===== src/rtl/e203_exu_wbck_sched_if.sv =====
// rtl/e203_exu_wbck_sched_if.sv - writeback scheduler handshake/regfile bundle
//   alu_i_*  : single-cycle ALU writeback request (valid/ready, rdidx, wdat)
//   lp_i_*   : long-pipe writeback request (valid/ready, rdidx, wdat, err)
//   rf_*_o   : registered register-file write port
//   lp_cnt_o : long-pipe FIFO occupancy
//   slave modport = scheduler side, master modport = requester/regfile side
interface e203_exu_wbck_sched_if #(
    parameter int XLEN     = 32,
    parameter int RFIDX_W  = 5,
    parameter int LP_DEPTH = 2
);
    localparam int CNT_W = $clog2(LP_DEPTH) + 1;

    logic               alu_i_valid;
    logic               alu_i_ready;
    logic [RFIDX_W-1:0] alu_i_rdidx;
    logic [XLEN-1:0]    alu_i_wdat;

    logic               lp_i_valid;
    logic               lp_i_ready;
    logic [RFIDX_W-1:0] lp_i_rdidx;
    logic [XLEN-1:0]    lp_i_wdat;
    logic               lp_i_err;

    logic               rf_wen_o;
    logic [RFIDX_W-1:0] rf_idx_o;
    logic [XLEN-1:0]    rf_dat_o;
    logic [CNT_W-1:0]   lp_cnt_o;

    modport slave (
        input  alu_i_valid, alu_i_rdidx, alu_i_wdat,
        input  lp_i_valid, lp_i_rdidx, lp_i_wdat, lp_i_err,
        output alu_i_ready, lp_i_ready,
        output rf_wen_o, rf_idx_o, rf_dat_o, lp_cnt_o
    );

    modport master (
        output alu_i_valid, alu_i_rdidx, alu_i_wdat,
        output lp_i_valid, lp_i_rdidx, lp_i_wdat, lp_i_err,
        input  alu_i_ready, lp_i_ready,
        input  rf_wen_o, rf_idx_o, rf_dat_o, lp_cnt_o
    );
endinterface


===== src/rtl/e203_exu_wbck_sched.sv =====
// rtl/e203_exu_wbck_sched.sv - merges ALU and long-pipe writebacks onto one regfile write port
//   clk : clock
//   rst : synchronous active-high reset
//   wb  : handshake and regfile bundle (slave side)
// Long-pipe results queue in a LP_DEPTH-entry FIFO and win arbitration, except
// when the ALU has been stalled STARVE_MAX consecutive cycles.
module e203_exu_wbck_sched #(
    parameter int XLEN       = 32,
    parameter int RFIDX_W    = 5,
    parameter int LP_DEPTH   = 2,
    parameter int STARVE_MAX = 4
) (
    input  logic                  clk,
    input  logic                  rst,
    e203_exu_wbck_sched_if.slave  wb
);
    localparam int PTR_W = $clog2(LP_DEPTH);
    localparam int CNT_W = PTR_W + 1;
    localparam int ST_W  = $clog2(STARVE_MAX + 1);
    localparam int ENT_W = 1 + RFIDX_W + XLEN;

    logic [ENT_W-1:0]   mem_q [LP_DEPTH];
    logic [ENT_W-1:0]   mem_d [LP_DEPTH];
    logic [PTR_W-1:0]   wptr_q, wptr_d;
    logic [PTR_W-1:0]   rptr_q, rptr_d;
    logic [CNT_W-1:0]   cnt_q, cnt_d;
    logic [ST_W-1:0]    starve_q, starve_d;
    logic               rf_wen_q, rf_wen_d;
    logic [RFIDX_W-1:0] rf_idx_q, rf_idx_d;
    logic [XLEN-1:0]    rf_dat_q, rf_dat_d;

    logic               lp_ready;
    logic               fifo_nonempty;
    logic               push;
    logic               force_alu;
    logic               grant_lp;
    logic               alu_ready;
    logic               grant_alu;
    logic [ENT_W-1:0]   head;
    logic               head_err;
    logic [RFIDX_W-1:0] head_idx;
    logic [XLEN-1:0]    head_dat;

    assign head     = mem_q[rptr_q];
    assign head_err = head[ENT_W-1];
    assign head_idx = head[XLEN +: RFIDX_W];
    assign head_dat = head[XLEN-1:0];

    // Ready depends only on occupancy, so a full FIFO refuses a push even in a
    // cycle where the head is popped.
    assign lp_ready      = (cnt_q != CNT_W'(LP_DEPTH));
    assign fifo_nonempty = (cnt_q != '0);
    assign push          = wb.lp_i_valid & lp_ready;
    assign force_alu     = wb.alu_i_valid & (starve_q == ST_W'(STARVE_MAX));
    assign grant_lp      = fifo_nonempty & ~force_alu;
    assign alu_ready     = ~grant_lp;
    assign grant_alu     = wb.alu_i_valid & alu_ready;

    assign wb.alu_i_ready = alu_ready;
    assign wb.lp_i_ready  = lp_ready;
    assign wb.rf_wen_o    = rf_wen_q;
    assign wb.rf_idx_o    = rf_idx_q;
    assign wb.rf_dat_o    = rf_dat_q;
    assign wb.lp_cnt_o    = cnt_q;

    always_comb begin
        mem_d    = mem_q;
        wptr_d   = wptr_q;
        rptr_d   = rptr_q;
        cnt_d    = cnt_q + CNT_W'(push) - CNT_W'(grant_lp);
        starve_d = '0;
        rf_wen_d = 1'b0;
        rf_idx_d = rf_idx_q;
        rf_dat_d = rf_dat_q;

        if (push) begin
            mem_d[wptr_q] = {wb.lp_i_err, wb.lp_i_rdidx, wb.lp_i_wdat};
            wptr_d        = wptr_q + PTR_W'(1);
        end
        if (grant_lp) begin
            rptr_d = rptr_q + PTR_W'(1);
        end

        if (wb.alu_i_valid && !alu_ready) begin
            starve_d = (starve_q == ST_W'(STARVE_MAX)) ? starve_q : starve_q + ST_W'(1);
        end

        // Index/data follow every grant, even ones whose write is suppressed
        // (x0 destination or faulted long-pipe result).
        if (grant_lp) begin
            rf_wen_d = ~head_err & (head_idx != '0);
            rf_idx_d = head_idx;
            rf_dat_d = head_dat;
        end else if (grant_alu) begin
            rf_wen_d = (wb.alu_i_rdidx != '0);
            rf_idx_d = wb.alu_i_rdidx;
            rf_dat_d = wb.alu_i_wdat;
        end
    end

    always_ff @(posedge clk) begin
        if (rst) begin
            wptr_q   <= '0;
            rptr_q   <= '0;
            cnt_q    <= '0;
            starve_q <= '0;
            rf_wen_q <= 1'b0;
            rf_idx_q <= '0;
            rf_dat_q <= '0;
        end else begin
            wptr_q   <= wptr_d;
            rptr_q   <= rptr_d;
            cnt_q    <= cnt_d;
            starve_q <= starve_d;
            rf_wen_q <= rf_wen_d;
            rf_idx_q <= rf_idx_d;
            rf_dat_q <= rf_dat_d;
        end
    end

    // Entry storage needs no reset: occupancy gates every read of it.
    always_ff @(posedge clk) begin
        mem_q <= mem_d;
    end
endmodule


===== src/flat_wrapper.sv =====
// flat-port wrapper written by rule: the top's interface ports become plain ports
module e203_exu_wbck_sched_flat 
#(
    parameter int XLEN       = 32,
    parameter int RFIDX_W    = 5,
    parameter int LP_DEPTH   = 2,
    parameter int STARVE_MAX = 4
)
  (clk, rst, wb_alu_i_valid, wb_alu_i_rdidx, wb_alu_i_wdat, wb_lp_i_valid, wb_lp_i_rdidx, wb_lp_i_wdat, wb_lp_i_err, wb_alu_i_ready, wb_lp_i_ready, wb_rf_wen_o, wb_rf_idx_o, wb_rf_dat_o, wb_lp_cnt_o);
  e203_exu_wbck_sched_if #(.XLEN(XLEN), .RFIDX_W(RFIDX_W), .LP_DEPTH(LP_DEPTH)) wb_i ();
  input  logic clk;
  input  logic rst;
  input wire logic [$bits(wb_i.alu_i_valid)-1:0] wb_alu_i_valid;
  input wire logic [$bits(wb_i.alu_i_rdidx)-1:0] wb_alu_i_rdidx;
  input wire logic [$bits(wb_i.alu_i_wdat)-1:0] wb_alu_i_wdat;
  input wire logic [$bits(wb_i.lp_i_valid)-1:0] wb_lp_i_valid;
  input wire logic [$bits(wb_i.lp_i_rdidx)-1:0] wb_lp_i_rdidx;
  input wire logic [$bits(wb_i.lp_i_wdat)-1:0] wb_lp_i_wdat;
  input wire logic [$bits(wb_i.lp_i_err)-1:0] wb_lp_i_err;
  output wire logic [$bits(wb_i.alu_i_ready)-1:0] wb_alu_i_ready;
  output wire logic [$bits(wb_i.lp_i_ready)-1:0] wb_lp_i_ready;
  output wire logic [$bits(wb_i.rf_wen_o)-1:0] wb_rf_wen_o;
  output wire logic [$bits(wb_i.rf_idx_o)-1:0] wb_rf_idx_o;
  output wire logic [$bits(wb_i.rf_dat_o)-1:0] wb_rf_dat_o;
  output wire logic [$bits(wb_i.lp_cnt_o)-1:0] wb_lp_cnt_o;
  assign wb_i.alu_i_valid = wb_alu_i_valid;
  assign wb_i.alu_i_rdidx = wb_alu_i_rdidx;
  assign wb_i.alu_i_wdat = wb_alu_i_wdat;
  assign wb_i.lp_i_valid = wb_lp_i_valid;
  assign wb_i.lp_i_rdidx = wb_lp_i_rdidx;
  assign wb_i.lp_i_wdat = wb_lp_i_wdat;
  assign wb_i.lp_i_err = wb_lp_i_err;
  assign wb_alu_i_ready = wb_i.alu_i_ready;
  assign wb_lp_i_ready = wb_i.lp_i_ready;
  assign wb_rf_wen_o = wb_i.rf_wen_o;
  assign wb_rf_idx_o = wb_i.rf_idx_o;
  assign wb_rf_dat_o = wb_i.rf_dat_o;
  assign wb_lp_cnt_o = wb_i.lp_cnt_o;
  e203_exu_wbck_sched #(.XLEN(XLEN), .RFIDX_W(RFIDX_W), .LP_DEPTH(LP_DEPTH), .STARVE_MAX(STARVE_MAX)) u_core (.clk(clk), .rst(rst), .wb(wb_i));
endmodule

===== config.mk =====
export PLATFORM = sky130hd
export DESIGN_NAME = e203_exu_wbck_sched_flat
export DESIGN_NICKNAME = d
export VERILOG_FILES = /design/src/rtl/e203_exu_wbck_sched_if.sv /design/src/rtl/e203_exu_wbck_sched.sv /design/src/flat_wrapper.sv
export SDC_FILE = /design/constraint.sdc
export NUM_CORES = 1
export LEC_CHECK = 0
export ABC_CLOCK_PERIOD_IN_PS = 2700
export BUFFER_PORTS_ARGS = -buffer_cell sky130_fd_sc_hd__buf_2
export CORE_MARGIN = 2
export CORE_UTILIZATION = 38
export DETAILED_ROUTE_END_ITERATION = 10
export GPL_ROUTABILITY_DRIVEN = 0
export PLACE_DENSITY = 0.71
export REMOVE_ABC_BUFFERS = 1
export SLEW_MARGIN = 5
export SYNTH_ARGS = -nofsm -noshare
export SYNTH_HDL_FRONTEND = slang
export SYNTH_SLANG_ARGS = --single-unit

===== constraint.sdc =====
create_clock -name clk -period 2.7 [get_ports clk]
set_input_delay 0.81 -clock clk [delete_from_list [all_inputs] [get_ports clk]]
set_output_delay 0.81 -clock clk [all_outputs]
set_load 0.1 [all_outputs]

=== Word level (Yosys, flattened, before mapping) ===
Cells that the tools add are included.

* Add/subtract/negate cells: 5
* Order comparisons: 3
* Equality and inequality tests: 2
* Muxes and demuxes: 12
* Bitwise operators: 11
* Reductions and logical operators: 7

{| class="wikitable"
|+ Operators with widths
! kind !! count
|-
| two-way mux 38 bit || 4
|-
| bitwise mux 76 bit || 1
|-
| two-way mux 32 bit || 2
|-
| demux 38 bit (select 1 bit) || 1
|-
| two-way mux 5 bit || 2
|-
| nonzero test 5 bit || 2
|-
| AND 1 bit || 5
|-
| greater-or-equal comparator 2 bit (second input constant) || 2
|-
| NOT 1 bit || 4
|-
| NOT 1 -> 2 bit || 2
|-
| nonzero test 2 bit || 2
|-
| adder 3 x 1 -> 3 bit (second input constant) || 1
|-
| equality test 3 bit (second input constant) || 1
|-
| adder 1 bit (second input constant) || 2
|-
| adder 2 x 1 -> 2 bit || 1
|-
| logical AND 1 bit || 2
|-
| less-than comparator 2 x 1 -> 1 bit (second input constant) || 1
|-
| two-way mux 1 bit || 2
|-
| != test 2 bit (second input constant) || 1
|-
| OR reduction 2 bit || 1
|-
| subtractor 2 x 1 -> 2 bit || 1
|}

* Bits in registers: 121
* Input port bits: 79
* Output and inout bits: 42
* Word-level logic and storage cells: 49

=== Longest topological paths before layout ===
Gate-level depths: netlist of run 1.

* Word-level depth: 8
* Gate-level depth with buffers: 10

=== Least setup slack after synthesis of run 1 ===
No wires, ideal clock.

* Path type: reg2reg
* Start: register u_core.cnt_q[0] (netlist: u_core.wb.lp_cnt_o[0])
* End: register u_core.mem_q[0] (netlist bit), enable pin
* Setup time: 399 ps
* Arrival: 3057 ps
* Data required time: 2301 ps
* Path slack: -756 ps
* Cell stages (with the launch flop): 3
* Buffers on the path: 0
* Period minus slack after synthesis: 3456 ps
* Path through: dfxtp_1 -> nand2b_1 -> and3_1

* Word-level cells in the longest chain between the ends: 2

{| class="wikitable"
|+ Ends and longest elaborated chain
! element !! line !! source
|-
| from (decl) || e203_exu_wbck_sched.sv:26 || <nowiki>logic [CNT_W-1:0] cnt_q, cnt_d;</nowiki>
|-
| from (signal assigned) || e203_exu_wbck_sched.sv:113 || <nowiki>cnt_q <= cnt_d;</nowiki>
|-
| != test 2 bit || e203_exu_wbck_sched.sv:51 || <nowiki>assign lp_ready = (cnt_q != CNT_W'(LP_DEPTH));</nowiki>
|-
| via wb_lp_i_ready || flat_wrapper.sv:21 || <nowiki>output wire logic [$bits(wb_i.lp_i_ready)-1:0] wb_lp_i_ready;</nowiki>
|-
| AND 1 bit || e203_exu_wbck_sched.sv:53 || <nowiki>assign push = wb.lp_i_valid & lp_ready;</nowiki>
|-
| to (signal assigned) || e203_exu_wbck_sched.sv:123 || <nowiki>mem_q <= mem_d;</nowiki>
|-
| to (decl) || e203_exu_wbck_sched.sv:22 || <nowiki>logic [ENT_W-1:0] mem_q [LP_DEPTH];</nowiki>
|}

The timed path passes the listed nets, and every way through them passes these cells.
A chain may end at the register's enable or synchronous reset.

=== Worst setup path after layout of run 1 ===
* Start: register u_core.cnt_q[0] (netlist: u_core.wb.lp_cnt_o[0])
* End: output wb_alu_i_ready

* Word-level cells in the longest chain between the ends: 3

{| class="wikitable"
|+ Ends and longest elaborated chain
! element !! line !! source
|-
| nonzero test 2 bit || e203_exu_wbck_sched.sv:52 || <nowiki>assign fifo_nonempty = (cnt_q != '0);</nowiki>
|-
| AND 1 bit || e203_exu_wbck_sched.sv:55 || <nowiki>assign grant_lp = fifo_nonempty & ~force_alu;</nowiki>
|-
| NOT 1 bit || e203_exu_wbck_sched.sv:56 || <nowiki>assign alu_ready = ~grant_lp;</nowiki>
|-
| to (decl) || flat_wrapper.sv:20 || <nowiki>output wire logic [$bits(wb_i.alu_i_ready)-1:0] wb_alu_i_ready;</nowiki>
|}

No other way between the ends.

==> metrics.yaml, run 1 <==
status: "finished, final reports clean"
arrival_ns: 1.67
coreArea_um2: 12060
max_clock_freq_mhz: 403.0
slowest_delay_ns: 0.44
grt_overflow_total: 0
cts_tree: "built"
grt_usage_pct: 15.40
vdd_drop_max_mv: 0.5018
n_fill_cell: 1074
synthAdderAreaFrac_pct: 0.7983
rsz0062_at_grt: "false"
hp-class: "flip-flop to flip-flop"
yosysWarnings: 0
synth_top_family_by_area: "compound AO/OA/AOI/OAI gates"
ys_ff_latch: 121
setup.worst_path.start: "u_core.wb.lp_cnt_o[0]$_SDFF_PP0_"
synth.distinct_cells: 37
cts_resized: 0
worstReg2RegStart: "u_core.wb.lp_cnt_o[0]$_SDFF_PP0_"
clk_path_buf_depth: 2
antenna_found_initial: 0
post_synth_and_or_nand_nor_area_fraction_pct: 7.823
cp-end-kind: "output pin"
grt_pass1_vias: 3058
p_int_mw: 3.635
synth_xor_area_share_pct: 0
path_cells: "or2_1 -> nand2_1 -> buf_12"
vias_per_cell: 5.044
slew_headroom_pct: 36.23
final_cell_mix: "buf_2 (119), edfxtp_1 (76), dfxtp_1 (44), nor3_1 (36)"
tightest_slew_ns: 0.9545
power_switching_mw: 1.305
critPathKind: "flip-flop to output pin"
finalWorstSetupSlack_ns: 0.2184
combPwrFrac_pct: 13.5
htree_levels: 4
finalHoldViolCount: 0
post_drt_wl_per_cell_um: 15.89
ant_nets: 0
grt_pass1_wl_mm: 15.22
post-route-min-period_ns: 2.482
drt_wl_total_mm: 9.803
cellPowerDensity_nw_per_um2: 826.8
hp-start: "u_core.starve_q[0]$_SDFFE_PP0P_"
cellLeakagePower_nw: 2.339
final_common_cell: "buf_2"
synth_mux_area_share_pct: 8.888
dieArea_um2: 13280
dp_hpwl_mm: 6.572
place_inst: 585
first_pass_iters: 4
finClkSkew_ns: 0.01065
dr.first_iter.drc_count: 173
synthCells: 312
route.detailed.drc: 0
cp_top_family: "simple AND/OR/NAND/NOR gates"
cap_violations: 0
synth_edf_count: 76
finalPower_mw: 4.940
port_buffers: 120
multi_input_area_um2: 1291
row_count: 40
period_share_pct: 91.91
clkTransAtPathRegs_ns: 0.05
seq_area_frac_synth_pct: 67.70
setup.worst_path.start_class: "flip-flop"
vias: 3112
async_flop_share_pct: 0
io_pins: 121
die-width_um: 115.2
switching_share_pct: 26.41
synth.cell_area_um2: 4702
area_delta_synth_final_pct: 27.06
drive_gt1_share_pct: 36.97
final_cells: 617
postCtsSetupRepairBufs: 0
synth-compound-area-share_pct: 9.500
crit_slowest_cell: "dfxtp_1"
cts_sinks: 121
required_ns: 1.89
cp_max_fo: 7
tns_ns: 0
grt_max_degree: 34
p_seq_share_pct: 43.2
start_util_pct: 38.98
finalNetCount: 518
antenna_cells: 0
pre_cts_ws_ns: 0.2758
clockRootBuffer: "clkbuf_16"
cts_made_buffers: 17
synthFlopType: "edfxtp_1"
p_clk_share_pct: 43.3
finalSetupViolations: 0
cts_hold_buf: 0
drv_slew: 0
postLayoutCoreUtil_pct: 49.53
synth.avg_cell_area_um2: 15.07
ff_latch_area_um2: 3184
die_h_um: 115.2
worstPathBufferInverterCount: 1
insertion_delay_ns: 0.41
-- path summary, 6_finish.rpt --
check | end | slack [ns] | cells after the start
worst max register to register | u_core.wb.rf_dat_o[1]$_SDFFE_PP0P_ | 0.68 | 4
worst max-delay path | wb_alu_i_ready | 0.22 | 3
worst min-delay path | u_core.starve_q[0]$_SDFFE_PP0P_ | 0.47 | 1
worst min register to register | u_core.starve_q[0]$_SDFFE_PP0P_ | 0.47 | 1
-- flip-flops by register name, summed over array words and instances, names as in the netlist --
signal and cells:
u_core.mem_q 76, u_core.wb.rf_dat_o 32, u_core.wb.rf_idx_o 5, u_core.starve_q 3, u_core.wb.lp_cnt_o 2, u_core.rptr_q 1
u_core.wb.rf_wen_o 1, u_core.wptr_q 1
-- area by class of cell --
cell class / count / share of cell area, %
Clock buffer: 21 / 7.707
Clock inverter: 11 / 1.738
Inverter: 7 / 0.4398
Multi-Input combinational cell: 163 / 21.61
Sequential cell: 121 / 53.30
Tap cell: 168 / 3.518
Timing Repair Buffer: 126 / 11.69
-- worst reg2reg max path, stage by stage (launching register included) --
cell and delay (ns):
dfxtp_1 0.37, or2_1 0.38, nor3_4 0.65, buf_4 0.39, a221o_1 0.19
-- cell families (layout without fill, tap and decap cells) --
group / Yosys count / in the layout
buffers and inverters: 28 / 165
AO/OA/AOI/OAI: 50 / 50
AND/OR/NAND/NOR: 69 / 69
multiplexers: 41 / 41
flip-flops: 121 / 121
adder cells (fa/ha/maj): 3 / 3
-- routing by layer --
metal	track usage [%]	wire, um	vias up
met2	24.31	4651	118
met1	18.84	4374	1495
met4	7.550	184	0
li1	-	-	1481
met5	0	0	-
met3	5.430	592	18
-- power by group through the flow --
stage               sequential, mW  combinational (mW)  clock, mW
floorplan                     2.50               0.152          0
CTS                           2.13               0.674       2.18
global placement              2.17               0.663          0
detailed placement            2.17               0.674          0
finish                        2.13               0.669       2.14
global route                  2.14               0.704       2.27
-- Yosys cell counts (2+ instances only) --
cell	count	share of area, %
buf_4	3	0.48
buf_2	5	0.53
and3_1	2	0.27
nand2b_1	2	0.27
nor3_1	36	3.8
buf_12	2	0.85
buf_6	5	1.2
nand3_1	4	0.43
mux2i_1	35	7.5
edfxtp_1	76	49
nor4_1	5	0.67
a21oi_1	5	0.53
nand3b_1	3	0.48
nand2_1	4	0.32
dfxtp_1	45	19
nor2_1	7	0.56
mux2_2	5	1.2
bufbuf_8	2	0.80
ha_1	3	0.80
o21ai_0	2	0.21
a22oi_1	2	0.32
o21ai_1	2	0.21
buf_8	2	0.64
nor2b_1	2	0.27
a221o_1	35	7.5
inv_1	7	0.56
-- stage by stage --
step / instance area (um2) / hold WS [ns]
4_1_cts: 5974 / 0.4702
5_1_grt: 5974 / 0.4940
3_5_place_dp: 5410 / 0.4631
2_1_floorplan: 4479 / 0.4274
3_3_place_gp: 5410 / 0.4428
6_report: 5974 / 0.4652
(Power assumes the default switching activity.)
==> run 2: changes to the inputs <==
--- a/config.mk
+++ b/config.mk
@@ -5,14 +5,14 @@
 export SDC_FILE = /design/constraint.sdc
 export NUM_CORES = 1
 export LEC_CHECK = 0
+export ABC_AREA = 1
 export ABC_CLOCK_PERIOD_IN_PS = 2700
 export BUFFER_PORTS_ARGS = -buffer_cell sky130_fd_sc_hd__buf_2
 export CORE_MARGIN = 2
 export CORE_UTILIZATION = 38
 export DETAILED_ROUTE_END_ITERATION = 10
 export GPL_ROUTABILITY_DRIVEN = 0
-export PLACE_DENSITY = 0.71
-export REMOVE_ABC_BUFFERS = 1
+export PLACE_DENSITY = 0.7
 export SLEW_MARGIN = 5
 export SYNTH_ARGS = -nofsm -noshare
 export SYNTH_HDL_FRONTEND = slang
==> run 2 against run 1 <==
Effect of this change: combinational power rose to 3.8 times the previous value; die area increased by 6.7%; sequential power up 9.9%; non-clock buffer count up 4; first-iteration DRC count rose by 32%; global-route usage rose by 1.2 points; clock power about the same; cell count rose by 36%; critical path depth increased by 2; clock-buffer cell count is 2 lower; cell area is 6.6% higher; critical path type unchanged.
==> metrics.yaml, run 2 <==
clockRootBuffer: "clkbuf_16"
die_h_um: 119.0  # +3.3%
yosys.area.top_type: "edfxtp_1"
cp_max_fo: 11  # +4
grt_overflow_total: 0  # unchanged
status: "finished, final reports clean"
area_delta_synth_final_pct: 26.62
period_share_pct: 89.10  # -2.8 points
synth.net_count: 612
regMostFlops: "u_core.mem_q"
yosysWarnings: 0  # unchanged
synth.cell_area_um2: 5029  # +6.9%
setup.worst_path.start_class: "flip-flop"
cts_hold_buf: 0  # unchanged
tightest_slew_ns: 0.8186  # -0.1359 ns
clk_path_buf_depth: 2  # unchanged
vias_per_cell: 4.536  # -10%
final_common_cell: "nand2_1"
grt_use_met2_pct: 27.69  # +3.4 points
async_flop_share_pct: 0  # unchanged
ff2ff_setup_slack_ns: 0.84  # +0.16 ns
postCtsSetupRepairBufs: 0  # unchanged
synthTopCellsByCount: "nand2_1 (193), edfxtp_1 (76), nand3_1 (68)"
cts_made_buffers: 17  # unchanged
reg2regPathDepth: 6  # +2
cellLeakagePower_nw: 3.013  # +29%
start_util_pct: 38.43  # -0.55 points
cts_resized: 0  # unchanged
required_ns: 1.89  # about the same
critPathKind: "flip-flop to output pin"
clkTransAtPathRegs_ns: 0.05  # about the same
final_cell_mix: "nand2_1 (192), buf_2 (119), edfxtp_1 (76), nand3_1 (68), inv_1 (46)"
synth_area_leaders: "edfxtp_1 (45%), dfxtp_1 (18%), nand2_1 (14%)"
port_buffers: 120  # unchanged
cts_sinks: 121  # unchanged
rsz0062_at_grt: "false"
finalHoldViolCount: 0  # unchanged
drive_gt1_share_pct: 26.02  # -11 points
grt_max_degree: 55  # +62%
grt_pass1_wl_mm: 18.18  # +19%
io_pins: 121  # unchanged
post_drt_wl_per_cell_um: 13.57  # -15%
busiest_layer: "met2"
htree_levels: 4  # unchanged
antenna_cells: 0  # unchanged
die-width_um: 119.0  # +3.3%
insertion_delay_ns: 0.41  # about the same
synthFlopType: "edfxtp_1"
finalSetupViolations: 0  # unchanged
holdPathEnd: "u_core.wb.rf_dat_o[15]$_SDFFE_PP0P_"
cp-end-kind: "output pin"
row_count: 42  # +5.0%
synth.distinct_cells: 27  # -27%
dp_hpwl_mm: 7.711  # +17%
synth_top_area_share_pct: 45.38  # -3.2 points
vias: 3815  # +23%
ys_ff_latch: 121  # unchanged
worstReg2RegStart: "u_core.wb.lp_cnt_o[1]$_SDFF_PP0_"
cellPowerDensity_nw_per_um2: 1096  # +33%
post-route-min-period_ns: 2.406  # -0.07584 ns
finClkSkew_ns: 0.006846  # -0.003803 ns
min_path_cells: 2  # +1
synth.avg_cell_area_um2: 9.488  # -37%
synthCells: 530  # +70%
yosysMostFrequentCell: "nand2_1"
grt_usage_pct: 16.60  # +1.2 points
drv_slew: 0  # unchanged
use_met1_pct: 19.50  # +0.66 points
rr_endpoint: "u_core.wb.rf_dat_o[2]$_SDFFE_PP0P_"
finalNetCount: 734  # +42%
antenna_found_initial: 0  # unchanged
drt_wl_total_mm: 11.41  # +16%
synth_edf_count: 76  # unchanged
met3_usage_pct: 4.693  # -0.74 points
hp-class: "flip-flop to flip-flop"
dr.first_iter.drc_count: 229  # +32%
cap_violations: 0  # unchanged
largest_reg_flops: 76  # unchanged
first_pass_iters: 6  # +2
tns_ns: 0  # unchanged
ant_nets: 0  # unchanged
coreArea_um2: 13090  # +8.5%
grt_pass1_vias: 3780  # +24%
arrival_ns: 1.60  # -0.07 ns
cts_tree: "built"
seq_area_frac_synth_pct: 63.30  # -4.4 points
dieArea_um2: 14170  # +6.7%
max_clock_freq_mhz: 415.7  # +3.2%
hp-start: "u_core.wb.rf_dat_o[15]$_SDFFE_PP0P_"
route.detailed.drc: 0  # unchanged
vdd_drop_max_mv: 0.5243  # +4.5%
slew_headroom_pct: 45.35  # +9.1 points
postLayoutCoreUtil_pct: 48.66  # -0.87 points
## run 2: cell types whose count changed in the layout (fill, tap and decap cells not counted), sizes merged, moves of 27 or more
| cell | delta |
|---|---|
| a221o | -35 |
| inv | +41 |
| mux2i | -35 |
| nand2 | +190 |
| nand3 | +65 |
| nor3 | -36 |
| or2 | +27 |
## run 2: layout make-up
type / count / area [um2]
Fill cell: 1223 / 6718
Sequential cell: 121 / 3184
Multi-Input combinational cell: 333 / 1513
Timing Repair Buffer: 130 / 703.2
Clock buffer: 19 / 432.9
Tap cell: 176 / 220.2
Inverter: 49 / 183.9
Clock inverter: 13 / 130.1
## run 2: metal layers
| layer | vias up | wire (um) |
|---|---|---|
| met5 | - | 0 |
| met4 | 0 | 248 |
| met3 | 20 | 556 |
| met2 | 91 | 5602 |
| met1 | 1748 | 5003 |
| li1 | 1956 | - |
## run 2: power by group
group          leakage [nW]  total, mW  switching (mW)  internal (mW)
combinational          1.65       2.51            1.98          0.530
clock                 0.274       2.13           0.779           1.35
sequential             1.08       2.34          0.0964           2.24
total                  3.01       6.98            2.86           4.12
## run 2: worst max-delay path by stage
stage / startpoint / cells past startpoint / end / slack (ns)
after floorplan: u_core.wb.lp_cnt_o[1]$_SDFF_PP0_ / 3 / u_core.mem_q[0]$_DFFE_PP_ / 0.14
after global placement: wb_alu_i_valid / 4 / wb_alu_i_ready / 0.34
after detailed placement: wb_alu_i_valid / 4 / wb_alu_i_ready / 0.32
after CTS: u_core.starve_q[0]$_SDFFE_PP0P_ / 5 / wb_alu_i_ready / 0.27
after global routing: u_core.starve_q[0]$_SDFFE_PP0P_ / 5 / wb_alu_i_ready / 0.19
final: u_core.starve_q[0]$_SDFFE_PP0P_ / 5 / wb_alu_i_ready / 0.29
## run 2: logic make-up after synthesis
group / Yosys count / synth area share (%)
AO/OA/AOI/OAI: 25 / 2.538
XOR/XNOR: 2 / 0.3484
adder cells (fa/ha/maj): 3 / 0.7465
buffers and inverters: 76 / 6.967
flip-flops: 121 / 63.30
AND/OR/NAND/NOR: 303 / 26.10
## run 2: worst max-delay path: stages, from the launching register on
cell and delay (ns):
dfxtp_1 0.32, inv_1 0.10, ha_1 0.22, nand3_2 0.10, nand2_2 0.23, buf_12 0.21
## run 2: metrics by stage
step	power, mW	area, um2	setup WS [ns]	hold slack (ns)	std cells
6_report	6.976	6367	0.2942	0.4706	841
5_1_grt	7.322	6367	0.1908	0.4946	841
4_1_cts	7.045	6367	0.2741	0.4689	841
3_5_place_dp	4.899	5804	0.3185	0.4623	809
3_3_place_gp	4.853	5804	0.3394	0.4512	809
2_1_floorplan	4.420	5047	0.1363	0.4785	530
==> run 3: changes to the inputs <==
--- a/config.mk
+++ b/config.mk
@@ -13,7 +13,8 @@
 export DETAILED_ROUTE_END_ITERATION = 10
 export GPL_ROUTABILITY_DRIVEN = 0
 export PLACE_DENSITY = 0.7
-export SLEW_MARGIN = 5
+export REMOVE_ABC_BUFFERS = 1
+export SLEW_MARGIN = 30
 export SYNTH_ARGS = -nofsm -noshare
 export SYNTH_HDL_FRONTEND = slang
 export SYNTH_SLANG_ARGS = --single-unit
==> run 3 against run 2 <==
Effect of this change: critical path depth down 1; largest power group unchanged; first-iteration DRC count down 24%; register-to-register slack about the same; cell area up 1.6%; cell count up 0.36%; fmax up 3.8%; worst hold slack worse by 0.0065 ns; clock-buffer cell count up 6; setup slack better by 0.087 ns; combinational power about the same; largest cell class unchanged; via count up 2.5%.
==> metrics.yaml, run 3 (synthesis results as in run 2) <==
cts_made_buffers: 17  # unchanged
dr.first_iter.drc_count: 173  # -24%
whs_ns: 0.4642  # -0.006479 ns
switching_share_pct: 39.91  # -1.1 points
start_util_pct: 38.43  # unchanged
dieArea_um2: 14170  # unchanged
first_pass_iters: 6  # unchanged
grt_usage_pct: 16.81  # +0.22 points
grt_max_degree: 37  # -33%
vias_per_cell: 4.633  # +2.1%
htree_levels: 4  # unchanged
post_drt_wl_per_cell_um: 13.56  # about the same
vdd_drop_max_mv: 0.4234  # -19%
route.detailed.drc: 0  # unchanged
rsz0062_at_grt: "false"
clockRootBuffer: "clkbuf_16"
finalSetupViolations: 0  # unchanged
p_int_mw: 4.343  # +5.5%
antenna_found_initial: 0  # unchanged
grt_pass1_wl_mm: 18.20  # +0.12%
combPwrFrac_pct: 34.4  # -1.6 points
power_switching_mw: 2.884  # +0.86%
vias: 3910  # +2.5%
final_cell_mix: "nand2_1 (193), buf_2 (119), edfxtp_1 (76), nand3_1 (68), inv_1 (46)"
post-route-min-period_ns: 2.318  # -0.08740 ns
area_delta_synth_final_pct: 28.59
grt_pass1_vias: 3862  # +2.2%
finClkSkew_ns: 0.006817  # -0.00002906 ns
final_common_cell: "nand2_1"
setup.worst_path.start: "wb_alu_i_valid"
critPathKind: "input port to output pin"
ff2ff_setup_slack_ns: 0.85  # about the same
period_share_pct: 85.87  # -3.2 points
regMostFlops: "u_core.mem_q"
insertion_delay_ns: 0.42  # about the same
rr_endpoint: "u_core.wb.rf_dat_o[4]$_SDFFE_PP0P_"
finalNetCount: 737  # +0.41%
postCtsSetupRepairBufs: 0  # unchanged
io_pins: 121  # unchanged
coreArea_um2: 13090  # unchanged
slew_headroom_pct: 66.72  # +21 points
p_seq_share_pct: 32.8  # -0.7 points
arrival_ns: 1.51  # -0.09 ns
slowest_delay_ns: 0.22  # -0.10 ns
largest_reg_flops: 76  # unchanged
die_h_um: 119.0  # unchanged
finalPower_mw: 7.226  # +3.6%
drt_wl_total_mm: 11.44  # +0.28%
status: "finished, final reports clean"
cts_tree: "built"
cts_hold_buf: 0  # unchanged
row_count: 42  # unchanged
cts_sinks: 121  # unchanged
dp_hpwl_mm: 7.868  # +2.0%
drv_slew: 0  # unchanged
worstReg2RegStart: "u_core.wb.lp_cnt_o[1]$_SDFF_PP0_"
clkTransAtPathRegs_ns: 0.06  # about the same
die-width_um: 119.0  # unchanged
ant_nets: 0  # unchanged
cap_violations: 0  # unchanged
grt_overflow_total: 0  # unchanged
tightest_slew_ns: 0.5026  # -0.3159 ns
drive_gt1_share_pct: 26.50  # +0.48 points
antenna_cells: 0  # unchanged
required_ns: 1.89  # about the same
setup.worst_path.start_class: "input port"
cellLeakagePower_nw: 3.072  # +1.9%
finalHoldViolCount: 0  # unchanged
endpoint: "wb_alu_i_ready"
reg2regPathDepth: 7  # +1
cp_max_fo: 10  # -1
crit_slowest_cell: "buf_2"
max_clock_freq_mhz: 431.3  # +3.8%
cellPowerDensity_nw_per_um2: 1118  # +2.0%
cts_resized: 0  # unchanged
clk_path_buf_depth: 2  # unchanged
p_clk_share_pct: 32.8  # +2.3 points
path_cells: "buf_2 -> nand3_2 -> nand2_2 -> buf_12"
port_buffers: 120  # unchanged
cp-end-kind: "output pin"
hp-class: "flip-flop to flip-flop"
run 3: cell count changes in the layout (fill, tap and decap cells not counted), sizes merged:
cell      previous run  this run
clkbuf              19        25
clkinv              10         5
buf                130       133
bufinv               2         1
clkinvlp             2         1
inv                 48        49
run 3: cell type report:
cell class,count,area (um2)
multi-input combinational,333,1510
sequential,121,3184
clock inverter,7,71.32
timing repair buffer,133,725.7
inverter,49,183.9
clock buffer,25,570.5
fill,1222,6619
tap,176,220.2
run 3: power groups by stage:
stage	combinational, mW	clock (mW)	sequential [mW]
2_1_floorplan	0.840	0	3.46
3_3_place_gp	2.46	0	2.39
6_report	2.49	2.37	2.37
5_1_grt	2.68	2.50	2.39
3_5_place_dp	2.50	0	2.40
4_1_cts	2.51	2.41	2.37
run 3: worst min path at each step:
stage / startpoint / endpoint / slack [ns] / cells after the start
floorplan: u_core.starve_q[1]$_SDFFE_PP0P_ / u_core.starve_q[1]$_SDFFE_PP0P_ / 0.48 / 2
finish: u_core.wb.rf_dat_o[15]$_SDFFE_PP0P_ / u_core.wb.rf_dat_o[15]$_SDFFE_PP0P_ / 0.46 / 2
detailed placement: u_core.wb.rf_dat_o[30]$_SDFFE_PP0P_ / u_core.wb.rf_dat_o[30]$_SDFFE_PP0P_ / 0.46 / 2
global placement: u_core.wb.rf_dat_o[1]$_SDFFE_PP0P_ / u_core.wb.rf_dat_o[1]$_SDFFE_PP0P_ / 0.45 / 2
global route: u_core.wb.rf_dat_o[15]$_SDFFE_PP0P_ / u_core.wb.rf_dat_o[15]$_SDFFE_PP0P_ / 0.49 / 2
CTS: u_core.wb.rf_dat_o[30]$_SDFFE_PP0P_ / u_core.wb.rf_dat_o[30]$_SDFFE_PP0P_ / 0.47 / 2
run 3: critical path, delay by kind of cell:
family                 cells  cell delay [ns]
AND/OR/NAND/NOR            2             0.27
buffers and inverters      2             0.41
run 3: layer usage:
layer / GRT usage [%] / wire [um] / vias to the layer above
met5: 0 / 0 / -
met4: 10.71 / 306 / 0
met2: 28.30 / 5833 / 114
li1: - / - / 1962
met1: 18.81 / 4690 / 1807
met3: 4.550 / 612 / 27
run 3: through the flow:
step                cells  setup WS [ns]  TNS (ns)  util [%]  cell area [um2]
floorplan             503         -1.422   -112.37         -             4862
global placement      812         0.3714         0     44.51             5824
detailed placement    812         0.3582         0     44.51             5824
finish                844         0.3816         0     49.42             6466
global route          844         0.3065         0     49.42             6466
CTS                   844         0.3542         0     49.42             6466
